==> src/rtl/uart_tx_sched.sv <==
// Arbitrates the single UART transmitter between a buffered CPU byte stream and the memory-dump stream.
// Optional tx_done watchdog enabled by defining UART_TX_TIMEOUT_EN.
module uart_tx_sched #(
    parameter int unsigned FIFO_AW   = 2,
    parameter int unsigned TIMEOUT_W = 16
) (
    input  logic       clk,
    input  logic       rst_n,
    input  logic       cpu_wr,
    input  logic [7:0] cpu_byte,
    output logic       cpu_full,
    output logic       cpu_empty,
    input  logic       dump_req,
    input  logic [7:0] dump_byte,
    output logic       dump_ack,
    output logic       tx_wr,
    output logic [7:0] tx_data,
    input  logic       tx_done,
    output logic       busy,
    output logic       grant_dump,
    output logic       overflow,
    input  logic       ovf_clear,
    output logic       tx_timeout
);

    localparam int unsigned DEPTH = 1 << FIFO_AW;
    localparam int unsigned CW    = FIFO_AW + 1;

    typedef enum logic [1:0] {
        IDLE = 2'd0,
        SEND = 2'd1,
        WAIT = 2'd2
    } state_t;

    // Elaboration-time guard on parameter ranges.
    if (FIFO_AW == 0 || TIMEOUT_W < 2) begin : g_bad_params
        $error("uart_tx_sched: FIFO_AW must be >= 1 and TIMEOUT_W >= 2");
    end

    state_t state, state_nxt;

    logic [7:0]         mem [DEPTH];
    logic [FIFO_AW-1:0] wr_ptr, rd_ptr;
    logic [CW-1:0]      count, count_nxt;
    logic               push, pop, drop;

    logic       prefer_dump, prefer_dump_nxt;
    logic       sel_dump;
    logic       tx_wr_nxt;
    logic [7:0] tx_data_nxt;
    logic       dump_ack_nxt;
    logic       grant_dump_nxt;
    logic       overflow_nxt;

`ifdef UART_TX_TIMEOUT_EN
    logic [TIMEOUT_W-1:0] to_cnt;
    logic                 timeout_hit;
    logic                 tx_timeout_q;
    logic                 tx_timeout_nxt;
`endif

    // Next-state and registered-output decode.
    always_comb begin
        state_nxt       = state;
        tx_wr_nxt       = 1'b0;
        tx_data_nxt     = tx_data;
        dump_ack_nxt    = 1'b0;
        grant_dump_nxt  = grant_dump;
        prefer_dump_nxt = prefer_dump;
        sel_dump        = 1'b0;
        pop             = 1'b0;
`ifdef UART_TX_TIMEOUT_EN
        timeout_hit     = 1'b0;
`endif
        unique case (state)
            IDLE: begin
                if (!cpu_empty || dump_req) begin
                    // With both pending, serve whichever source was not served last.
                    sel_dump        = dump_req && (cpu_empty || prefer_dump);
                    pop             = !sel_dump;
                    tx_data_nxt     = sel_dump ? dump_byte : mem[rd_ptr];
                    grant_dump_nxt  = sel_dump;
                    prefer_dump_nxt = !sel_dump;
                    tx_wr_nxt       = 1'b1;
                    state_nxt       = SEND;
                end
            end
            SEND: begin
                state_nxt = WAIT;
            end
            WAIT: begin
                if (tx_done) begin
                    dump_ack_nxt = grant_dump;
                    state_nxt    = IDLE;
                end
`ifdef UART_TX_TIMEOUT_EN
                else if (to_cnt == '1) begin
                    timeout_hit = 1'b1;
                    state_nxt   = IDLE;
                end
`endif
            end
            default: begin
                state_nxt = IDLE;
            end
        endcase
    end

    // FIFO occupancy and overflow tracking.
    always_comb begin
        push = cpu_wr && ((count < CW'(DEPTH)) || pop);
        drop = cpu_wr && !push;
        unique case ({push, pop})
            2'b10:   count_nxt = count + CW'(1);
            2'b01:   count_nxt = count - CW'(1);
            default: count_nxt = count;
        endcase
        if (drop) begin
            overflow_nxt = 1'b1;
        end else if (ovf_clear) begin
            overflow_nxt = 1'b0;
        end else begin
            overflow_nxt = overflow;
        end
    end

    always_ff @(posedge clk or negedge rst_n) begin
        if (!rst_n) begin
            state <= IDLE;
        end else begin
            state <= state_nxt;
        end
    end

    always_ff @(posedge clk or negedge rst_n) begin
        if (!rst_n) begin
            tx_wr       <= 1'b0;
            tx_data     <= 8'h00;
            dump_ack    <= 1'b0;
            busy        <= 1'b0;
            grant_dump  <= 1'b0;
            prefer_dump <= 1'b0;
            overflow    <= 1'b0;
        end else begin
            tx_wr       <= tx_wr_nxt;
            tx_data     <= tx_data_nxt;
            dump_ack    <= dump_ack_nxt;
            busy        <= (state_nxt != IDLE);
            grant_dump  <= grant_dump_nxt;
            prefer_dump <= prefer_dump_nxt;
            overflow    <= overflow_nxt;
        end
    end

    always_ff @(posedge clk or negedge rst_n) begin
        if (!rst_n) begin
            wr_ptr    <= '0;
            rd_ptr    <= '0;
            count     <= '0;
            cpu_full  <= 1'b0;
            cpu_empty <= 1'b1;
        end else begin
            if (push) begin
                wr_ptr <= wr_ptr + FIFO_AW'(1);
            end
            if (pop) begin
                rd_ptr <= rd_ptr + FIFO_AW'(1);
            end
            count     <= count_nxt;
            cpu_full  <= (count_nxt == CW'(DEPTH));
            cpu_empty <= (count_nxt == '0);
        end
    end

    // Storage is not reset; contents are meaningless once pointers reset.
    always_ff @(posedge clk) begin
        if (push) begin
            mem[wr_ptr] <= cpu_byte;
        end
    end

`ifdef UART_TX_TIMEOUT_EN
    always_comb begin
        if (timeout_hit) begin
            tx_timeout_nxt = 1'b1;
        end else if (ovf_clear) begin
            tx_timeout_nxt = 1'b0;
        end else begin
            tx_timeout_nxt = tx_timeout_q;
        end
    end

    // Watchdog restarts whenever the FSM enters WAIT.
    always_ff @(posedge clk or negedge rst_n) begin
        if (!rst_n) begin
            to_cnt       <= '0;
            tx_timeout_q <= 1'b0;
        end else begin
            if (state == SEND) begin
                to_cnt <= '0;
            end else if (state == WAIT) begin
                to_cnt <= to_cnt + TIMEOUT_W'(1);
            end
            tx_timeout_q <= tx_timeout_nxt;
        end
    end

    assign tx_timeout = tx_timeout_q;
`else
    assign tx_timeout = 1'b0;
`endif

endmodule

==> config.mk <==
export PLATFORM = sky130hd
export DESIGN_NAME = uart_tx_sched
export DESIGN_NICKNAME = d
export VERILOG_FILES = /design/src/rtl/uart_tx_sched.sv
export SDC_FILE = /design/constraint.sdc
export NUM_CORES = 1
export LEC_CHECK = 0
export ABC_AREA = 1
export CAP_MARGIN = 25
export CORE_MARGIN = 2
export CORE_UTILIZATION = 60
export DETAILED_ROUTE_END_ITERATION = 8
export DONT_BUFFER_PORTS = 1
export PLACE_DENSITY = 0.87
export SLEW_MARGIN = 40
export SYNTH_ARGS = -nofsm -noshare
export SYNTH_HDL_FRONTEND = slang
export SYNTH_SLANG_ARGS = --single-unit
export TNS_END_PERCENT = 5
==> constraint.sdc <==
create_clock -name clk -period 5.3 [get_ports clk]
set_clock_uncertainty 0.05 [all_clocks]
set_input_delay 0.53 -clock clk [delete_from_list [all_inputs] [get_ports clk]]
set_output_delay 0.53 -clock clk [all_outputs]
set_load 0.02 [all_outputs]
==> results.py, run 1 <==
metrics = {
    "yosys": {
        "yosysMostFrequentCell": "inv_1",
        "synthTopCellsByArea": "edfxtp_1 (40%), dfrtp_1 (25%), inv_1 (5.4%)",
        "netlist_area_um2": 2430,
        "synth_area_per_cell_um2": 10.9,
        "synth_enable_flop_cells": 32,
        "netlist_instances": 222,
        "synth-seq-cells": 57,
        "ys_seq_area_frac": 0.654,
        "synth-main-ff-cell": "edfxtp_1",
        "ys_types": 26,
        "syn_nets": 250,
        "synth_top_cell_area_share": 0.396,
        "synthTopCellsByCount": "inv_1 (35), nand2_1 (34), edfxtp_1 (32)",
        "yosys.area.top_type": "edfxtp_1",
        "synth-async-reset-ratio": 0.439,
        "ys_warn_count": 0,
    },
    "cells_and_area": {
        "fin_nets": 256,
        "fillCellCount": 304,
        "fin_cells": 283,
        "drive_gt1_frac": 0.137,
        "layout-area-overhead-vs-synth_pct": 9.23,
        "diodes": 0,
    },
    "grt": {
        "grt_usage": 0.218,
        "grt_pass1_wl_um": 6670,
        "grt_max_degree": 35,
        "antenna_found_initial": 0,
        "grt_pass1_vias": 1450,
        "grt.overflow.total": 0,
    },
    "placed_design": {
        "dpl.hpwl_um": 2940,
        "place.gp.congestion": 0.774,
        "dpl.cell_count": 265,
        "io_buffers": 0,
    },
    "run_status": {
        "status": "finished clean",
    },
    "sta": {
        "hold_violations": 0,
        "fin_crit_ns": 2.33,
        "rsz0062_at_grt": "false",
        "final_max_slew_viol_count": 0,
        "setup_tns_ns": 0,
        "period_share": 0.440,
        "slew_headroom": 0.640,
        "max_freq_mhz": 428,
        "max_slew.worst_pin.slew_ns": 0.540,
        "setup_viol_count_final": 0,
    },
    "clock_network": {
        "numCtsBuffers": 9,
        "cts_tree": "yes",
        "clock_path_buffers": 2,
        "postCtsHoldBufs": 2,
        "clock_latency_ns": 0.33,
        "cts_max_level": 3,
        "post_cts_buffers": 0,
        "cts.sinks": 57,
        "path_clk_slew_ns": 0.06,
        "cts_resized": 0,
        "clockRootBuffer": "clkbuf_8",
    },
    "floorplanning": {
        "die_area_um2": 4570,
        "die_w_um": 67.6,
        "start_util": 0.615,
        "rows": 23,
        "ios": 38,
        "die_h_um": 67.6,
        "core-area_um2": 3940,
    },
    "pwr": {
        "leakagePower_nw": 1.17,
        "p_per_area_nw_per_um2": 601,
        "vdd_drop_max_mv": 0.280,
    },
    "run": {
        "cap_violations": 0,
    },
    "worst_setup_path": {
        "worstSetupPathType": "reg -> reg",
        "start_kind": "register",
        "r2r_slack_ns": 2.97,
        "critPathArrivalTime_ns": 2.54,
        "crit_required_ns": 5.51,
        "critPathMaxFanout": 7,
        "crit_path_end_kind": "register",
    },
    "min_path": {
        "hp-class": "in -> reg",
    },
    "drt": {
        "viasPerCell": 5.41,
        "ant_nets": 0,
        "drc": 0,
        "wl_um": 4430,
        "drt-initial-drc-count": 85,
        "drt_pass1_iterations": 4,
        "wire_per_inst_um": 15.6,
        "vias": 1532,
    },
}
[sequential cells by signal, summed over array words and instances (netlist names)]
| register | flops |
|---|---|
| dump_ack | 1 |
| cpu_empty | 1 |
| overflow | 1 |
| rd_ptr | 2 |
| wr_ptr | 2 |
| prefer_dump | 1 |
| busy | 1 |
| grant_dump | 1 |
| tx_wr | 1 |
| count | 3 |
| cpu_full | 1 |
| tx_data | 8 |
| state | 2 |
| mem | 32 |
[per-layer routing]
metal	share of wire	wire length (µm)	global-route usage	vias to the layer above
met5	0	0	0	-
met4	0.028	122	0.122	0
met3	0.080	353	0.0950	13
met2	0.52	2320	0.358	49
met1	0.37	1630	0.235	733
li1	-	-	-	737
[worst max-delay path: stages, from the launching register on]
cell and delay, ns:
dfstp_2 0.61, a21oi_1 0.07, nand2_2 0.12, nand2_2 0.08, nand2_2 0.15, ha_1 0.23, fa_1 0.43, o21ai_0 0.24
nand3_1 0.14, a21oi_1 0.13
[cell usage in the layout, fill, tap and decap left out]
cell type      count
buf_12             1
clkbuf_1           2
dfstp_2            1
or2_2              3
o21ai_1            3
clkinv_1           1
clkinv_2           3
nor3_1             1
dfrtp_1           23
o21ai_0           18
nand2_1           34
inv_1             35
inv_2              2
nand2_2            3
edfxtp_1          32
a21boi_2           1
nand4_1            1
nor2_1             4
nand3_1           13
nor2_2             4
a21boi_0           1
ha_1               5
clkbuf_8          10
dfrtp_2            1
a21boi_1           6
nand2_4            1
a21oi_1           19
fa_1               1
conb_1             1
nor2_4             2
dlygate4sd3_1      1
[stage by stage]
stage	worst slack (ns)	power, mW	hold WS [ns]	area (µm²)	utilization
after global routing	2.75	1.71	0.220	2650	0.672
after floorplan	3.10	1.15	0.184	2430	-
after detailed placement	2.96	1.25	0.185	2440	0.620
final	2.97	1.59	0.242	2650	0.672
after global placement	3.04	1.21	0.185	2440	0.620
after CTS	3.01	1.60	0.218	2640	0.669
[layout make-up]
class	instances	area, µm²	area share
Clock inverter	4	18.8	0.00708
Tap cell	50	62.6	0.0236
Timing Repair Buffer	2	30.0	0.0113
Clock buffer	12	145	0.0548
Inverter	37	139	0.0524
Sequential cell	57	1590	0.600
Multi-Input combinational cell	121	666	0.251
[power breakdown]
| part | switching, mW | internal [mW] |
|---|---|---|
| logic | 0.297 | 0.173 |
| registers | 0.179 | 0.612 |
| clock network | 0.156 | 0.178 |
| total | 0.631 | 0.962 |
[worst paths after layout]
| path | from | to | depth (start not counted) |
|---|---|---|---|
| max in group asynchronous | rst_n | cpu_empty | 2 |
| hold reg to reg | state[0] | dump_ack | 1 |
| setup / recovery | cpu_empty | cpu_full | 9 |
| setup reg to reg | cpu_empty | cpu_full | 9 |
| hold / removal | cpu_byte[7] | mem[0][7] | 0 |
| min in group asynchronous | rst_n | tx_data[1] | 2 |
[cell families after synthesis]
group,Yosys count,share of synthesized area
simple gates,66,0.126
buf+inv,44,0.0753
flops,57,0.654
compound gates,48,0.109
other cells,1,0.00155
fa+ha+maj,6,0.0340
Power figures use the tool's default switching activity.
==> run 2: changes to the inputs <==
CORE_UTILIZATION = 56   (was 60)
PLACE_DENSITY = 0.85   (was 0.87)
clock period = 1.89 ns   (was 5.3 ns; I/O delays follow)
==> run 2 against run 1 <==
The flow now finishes with violations (negative setup slack); final cell count rose by 13%; worst hold slack lost 0.18 ns; non-clock buffer count rose by 38; first-iteration DRC count down 20%; total power grew to 3.1 times the previous value; global-route usage shrank 0.20 points; sequential cell count did not move; setup slack lost 3.0 ns.
==> results.py, run 2 (synthesis results as in run 1) <==
metrics = {
    "min_path": {
        "hp-class": "in -> reg",
    },
    "worst_setup_path": {
        "slowest_delay_ns": 0.41,
        "crit_buf_inv": 0,
        "worstSetupPathType": "reg -> reg",
        "r2r_slack_ns": -0.04,
        "path_cells": "nor2_4 -> nand2_4 -> nand2_4 -> nand2_4 -> ha_4 -> fa_2 -> or2_4 -> nand3_2 -> nand2_2 -> a21oi_1",
        "crit_required_ns": 2.09,
        "crit_top_cell": "nand2_4",
        "start_kind": "register",
        "crit_family": "simple AND/OR/NAND/NOR gates",
        "crit_path_end_kind": "register",
        "critPathMaxFanout": 4,
        "slowest_stage": "dfrtp_1",
        "critPathArrivalTime_ns": 2.13,
    },
    "pwr": {
        "pwr-share-clk": 0.195,
        "vdd_drop_max_mv": 1.04,
        "finalPower_mw": 4.96,
        "p_sw_frac": 0.390,
        "power.switching_mw": 1.93,
        "p_seq_frac": 0.427,
        "p_per_area_nw_per_um2": 1630,
        "internal_power_mw": 3.03,
        "leakagePower_nw": 1.36,
        "pwr-share-comb": 0.377,
    },
    "drt": {
        "vias": 1696,
        "wire_per_inst_um": 14.9,
        "wl_um": 4780,
        "drt-initial-drc-count": 68,
        "viasPerCell": 5.28,
        "drt_pass1_iterations": 4,
        "ant_nets": 0,
        "drc": 0,
    },
    "floorplanning": {
        "rows": 23,
        "die_area_um2": 4870,
        "start_util": 0.594,
        "core-area_um2": 4090,
        "ios": 38,
        "die_h_um": 69.8,
        "die_w_um": 69.8,
    },
    "sta": {
        "whs_ns": 0.0653,
        "fin_crit_ns": 1.93,
        "setup_tns_ns": -0.0624,
        "fin_ws_ns": -0.0369,
        "hold_violations": 0,
        "final_max_slew_viol_count": 0,
        "setup_viol_count_final": 2,
        "rsz0062_at_grt": "true",
        "period_share": 1.02,
        "max_freq_mhz": 519,
    },
    "cells_and_area": {
        "diodes": 0,
        "top_register": "mem",
        "layout.cells.most_common_list": "inv_1 (35), nand2_1 (32), edfxtp_1 (32)",
        "final_common_cell": "inv_1",
        "largest_register_ffs": 32,
        "reg.largest.list": "mem: 32 flops, tx_data: 8 flops, count: 3 flops",
        "drive_gt1_frac": 0.199,
        "fin_nets": 294,
        "fin_cells": 321,
        "layout-area-overhead-vs-synth_pct": 25.1,
    },
    "run": {
        "cap_violations": 0,
    },
    "grt": {
        "grt_pass1_vias": 1801,
        "antenna_found_initial": 0,
        "grt_pass1_wl_um": 7960,
        "grt.overflow.total": 0,
        "grt_usage": 0.216,
        "grt_max_degree": 35,
    },
    "placed_design": {
        "place.gp.congestion": 0.809,
        "io_buffers": 0,
        "dp_worst_setup_slack_ns": -0.0554,
        "dpl.cell_count": 280,
        "dpl.hpwl_um": 2900,
    },
    "clock_network": {
        "clockRootBuffer": "clkbuf_8",
        "cts_tree": "yes",
        "numCtsBuffers": 9,
        "cts.sinks": 57,
        "path_clk_slew_ns": 0.07,
        "clock_path_buffers": 2,
        "clock_latency_ns": 0.32,
        "cts_max_level": 3,
    },
    "run_status": {
        "status": "finished, violations left",
        "failed_checks": "negative setup slack",
    },
}
==> run 2: cell count changes in the layout (fill, tap and decap cells not counted), moves of 2 or more <==
cell           change
dlygate4sd3_1     +20
buf_4             +18
nor2_1             +4
nor2_2             -4
nand2_4            +3
nand2_1            -2
==> run 2: path summary, 6_finish.rpt <==
check | from | to | cells after the start
max in group asynchronous | rst_n | cpu_empty | 2
hold / removal | dump_req | grant_dump | 2
setup / recovery | state[1] | cpu_full | 10
hold reg to reg | wr_ptr[0] | wr_ptr[0] | 2
min in group asynchronous | rst_n | wr_ptr[0] | 2
setup reg to reg | state[1] | cpu_full | 10
==> run 2: power groups by stage <==
stage / combinational, mW / clock (mW) / sequential, mW
6_report: 1.87 / 0.970 / 2.12
5_1_grt: 2.11 / 1.05 / 2.16
4_1_cts: 1.84 / 0.988 / 2.12
3_5_place_dp: 1.68 / 0 / 2.14
3_3_place_gp: 1.61 / 0 / 2.12
2_1_floorplan: 1.28 / 0 / 2.06
==> run 2: area by class of cell <==
| class | instances | area [µm²] |
|---|---|---|
| Fill cell | 270 | 1050 |
| Timing Repair Buffer | 40 | 365 |
| Clock buffer | 11 | 141 |
| Tap cell | 50 | 62.6 |
| Sequential cell | 57 | 1590 |
| Clock inverter | 5 | 31.3 |
| Multi-Input combinational cell | 121 | 706 |
| Inverter | 37 | 141 |
==> run 2: metrics by stage <==
stage | utilization | area (µm²)
final | 0.743 | 3040
after global routing | 0.743 | 3040
after CTS | 0.743 | 3040
after detailed placement | 0.636 | 2600
after global placement | 0.636 | 2600
after floorplan | - | 2470
==> run 2: metal layers <==
layer | wire length, µm | GRT usage | vias to the layer above
li1 | - | - | 822
met1 | 1900 | 0.235 | 805
met2 | 2510 | 0.364 | 57
met3 | 263 | 0.0741 | 12
met4 | 99 | 0.128 | 0
met5 | 0 | 0 | -
==> run 2: repair_timing <==
action                                  4_1_cts  5_1_grt
endpoints found under the setup margin        3        3
pin swaps                                     7        0
buffers inserted                              3        0
endpoints found under the hold margin        69        0
gates resized for setup                       3        0
hold buffers                                 22        0
==> run 3: changes to the inputs <==
ABC_AREA = not set   (was 1)
CORE_UTILIZATION = 55   (was 56)
PLACE_DENSITY = 0.84   (was 0.85)
==> run 3 against run 2 <==
The run still ends with negative setup slack left; critical endpoint is now count[2]; count of clock-buffer cells in the layout is 2 higher; largest power group unchanged; sequential cell count stayed put; die area is 3.0% lower; critical path type unchanged; critical path depth is 1 lower; combinational power is 6% higher; register-to-register slack worse by 0.41 ns.
==> results.py, run 3 <==
metrics = {
    "clock_network": {
        "cts_tree": "yes",
        "clock_path_buffers": 2,
        "numCtsBuffers": 9,
        "clock_latency_ns": 0.33,
        "cts_max_level": 3,
        "path_clk_slew_ns": 0.06,
        "clockRootBuffer": "clkbuf_8",
        "cts.sinks": 57,
    },
    "yosys": {
        "synth_top_family_by_area": "multiplexers",
        "synthTopCellsByArea": "edfxtp_1 (42%), dfrtp_1 (26%), mux4_2 (7.8%)",
        "synth_mux_area_frac": 0.0927,
        "yosys.area.top_type": "edfxtp_1",
        "synth_compound_area_frac": 0.0765,
        "synthAdderAreaFrac": 0.0358,
        "ys_types": 32,
        "ys_seq_area_frac": 0.688,
        "synthTopCellsByCount": "edfxtp_1 (32), dfrtp_1 (24), and2_1 (12)",
        "synthSimpleGateAreaFrac": 0.0564,
        "synth_top_cell_area_share": 0.416,
        "syn_nets": 163,
        "synth-async-reset-ratio": 0.439,
        "synth_enable_flop_cells": 32,
        "synth-xor-area-share": 0.0190,
        "yosysMostFrequentCell": "edfxtp_1",
        "ys_warn_count": 0,
        "netlist_instances": 135,
        "netlist_area_um2": 2310,
        "synth-seq-cells": 57,
        "synth_area_per_cell_um2": 17.1,
        "synth-main-ff-cell": "edfxtp_1",
    },
    "floorplanning": {
        "die_area_um2": 4730,
        "ios": 38,
        "die_h_um": 68.8,
        "die_w_um": 68.8,
        "start_util": 0.573,
        "core-area_um2": 4030,
        "rows": 23,
    },
    "sta": {
        "rsz0062_at_grt": "true",
        "fin_ws_ns": -0.445,
        "max_freq_mhz": 428,
        "fin_crit_ns": 2.34,
        "hold_violations": 0,
        "max_slew.worst_pin.slew_ns": 0.558,
        "period_share": 1.24,
        "whs_ns": 0.0750,
        "setup_viol_count_final": 4,
        "final_max_slew_viol_count": 0,
        "slew_headroom": 0.628,
    },
    "cells_and_area": {
        "largest_register_ffs": 32,
        "final_common_cell": "edfxtp_1",
        "layout-area-overhead-vs-synth_pct": 28.3,
        "fin_nets": 209,
        "fin_util": 0.735,
        "reg.largest.list": "mem: 32 flops, tx_data: 8 flops, count: 3 flops",
        "drive_gt1_frac": 0.317,
        "top_register": "mem",
        "diodes": 0,
        "fin_cells": 236,
        "layout.cells.most_common_list": "edfxtp_1 (32), dfrtp_1 (24), dlygate4sd3_1 (20)",
    },
    "drt": {
        "wl_um": 4560,
        "drt_pass1_iterations": 4,
        "drc": 0,
        "ant_nets": 0,
        "drt-initial-drc-count": 47,
        "wire_per_inst_um": 19.3,
        "viasPerCell": 5.61,
        "vias": 1325,
    },
    "grt": {
        "grt.overflow.total": 0,
        "grt_pass1_wl_um": 6880,
        "antenna_found_initial": 0,
        "grt_max_degree": 26,
        "grt_pass1_vias": 1446,
        "grt_usage": 0.217,
    },
    "min_path": {
        "hp-start": "tx_done",
        "hp-class": "in -> reg",
    },
    "worst_setup_path": {
        "rr_startpoint": "prefer_dump",
        "critPathMaxFanout": 3,
        "slowest_delay_ns": 0.41,
        "critPathArrivalTime_ns": 2.50,
        "startpoint": "prefer_dump",
        "path_cells": "a2111oi_4 -> o21a_1 -> inv_1 -> ha_2 -> fa_2 -> xnor2_2 -> buf_4 -> nor3_4 -> or2_4",
        "start_kind": "register",
        "worstSetupPathType": "reg -> reg",
        "crit_path_end_kind": "register",
        "slowest_stage": "dfrtp_1",
        "crit_required_ns": 2.05,
    },
    "pwr": {
        "vdd_drop_max_mv": 0.702,
        "leakagePower_nw": 1.19,
        "p_per_area_nw_per_um2": 1740,
        "finalPower_mw": 5.14,
    },
    "placed_design": {
        "dpl.cell_count": 196,
        "io_buffers": 0,
        "place.gp.congestion": 0.703,
        "dpl.hpwl_um": 3060,
    },
    "run_status": {
        "status": "finished, violations left",
        "failed_checks": "negative setup slack",
    },
    "run": {
        "cap_violations": 0,
    },
}
## run 3: cell types whose count changed after synthesis, moves of 4 or more
cell	change
nand2_1	-33
inv_1	-26
a21oi_1	-18
o21ai_0	-17
nand3_1	-13
and2_1	+12
a221o_1	+8
mux4_2	+8
a21boi_1	-6
nor2_1	-5
buf_2	-4
xnor2_1	+4
## run 3: cell type report
class | count | area [µm²]
well taps | 50 | 62.6
repair buffers | 41 | 405
fillers | 246 | 1070
clock buffers | 13 | 159
flip-flops and latches | 57 | 1590
multi-input cells | 63 | 696
clock inverters | 3 | 16.3
inverters | 9 | 33.8
## run 3: routing by layer
metal  global-route usage  routed length, µm  vias up
li1                     -                  -      600
met5                    0                  0        -
met4                0.145                 61        0
met2                0.371               2380       49
met1                0.230               1830      670
met3               0.0666                289        6
## run 3: what timing repair did
item / in CTS / in global routing
hold endpoints to repair: 67 / 24
pin swaps: 9 / 0
hold buffers: 20 / 1
setup buffers: 4 / 0
gates resized for setup: 6 / 5
setup endpoints to repair: 12 / 36
## run 3: worst max-delay path: cells and delay by family, from the launching register on
| family | cells | cell delay (ns) |
|---|---|---|
| compound gates | 2 | 0.52 |
| buf+inv | 2 | 0.21 |
| simple gates | 2 | 0.28 |
| flops | 1 | 0.41 |
| xor+xnor | 1 | 0.18 |
| fa+ha+maj | 2 | 0.57 |
## run 3: report_power, final
group | leakage [nW] | internal (mW) | switching [mW] | total [mW]
logic | 0.509 | 1.14 | 0.851 | 1.99
registers | 0.596 | 1.73 | 0.433 | 2.16
clock network | 0.0871 | 0.541 | 0.447 | 0.988
total | 1.19 | 3.41 | 1.73 | 5.14
## run 3: cell families after synthesis
| family | Yosys count |
|---|---|
| muxes | 11 |
| other | 1 |
| AOI/OAI and AO/OA | 18 |
| buffers and inverters | 15 |
| DFF | 57 |
| adders and majority gates | 6 |
| xor gates and xnor gates | 5 |
| and+or+nand+nor | 22 |
## run 3: stage by stage
stage | cell area (µm²) | setup WS (ns) | TNS, ns
global route | 2960 | -0.584 | -2.03
detailed placement | 2520 | -0.498 | -1.96
floorplan | 2310 | -0.512 | -1.56
CTS | 2940 | -0.423 | -1.41
global placement | 2520 | -0.360 | -1.14
finish | 2960 | -0.445 | -1.52
## run 3: path summary, 6_finish.rpt
check,slack (ns),cells after the start,endpoint
worst min register to register,0.53,1,count[1]
min in group asynchronous,0.35,2,tx_data[6]
worst max-delay path,-0.45,9,count[2]
max in group asynchronous,1.06,2,cpu_empty
worst max register to register,-0.45,9,count[2]
worst min-delay path,0.08,2,state[1]
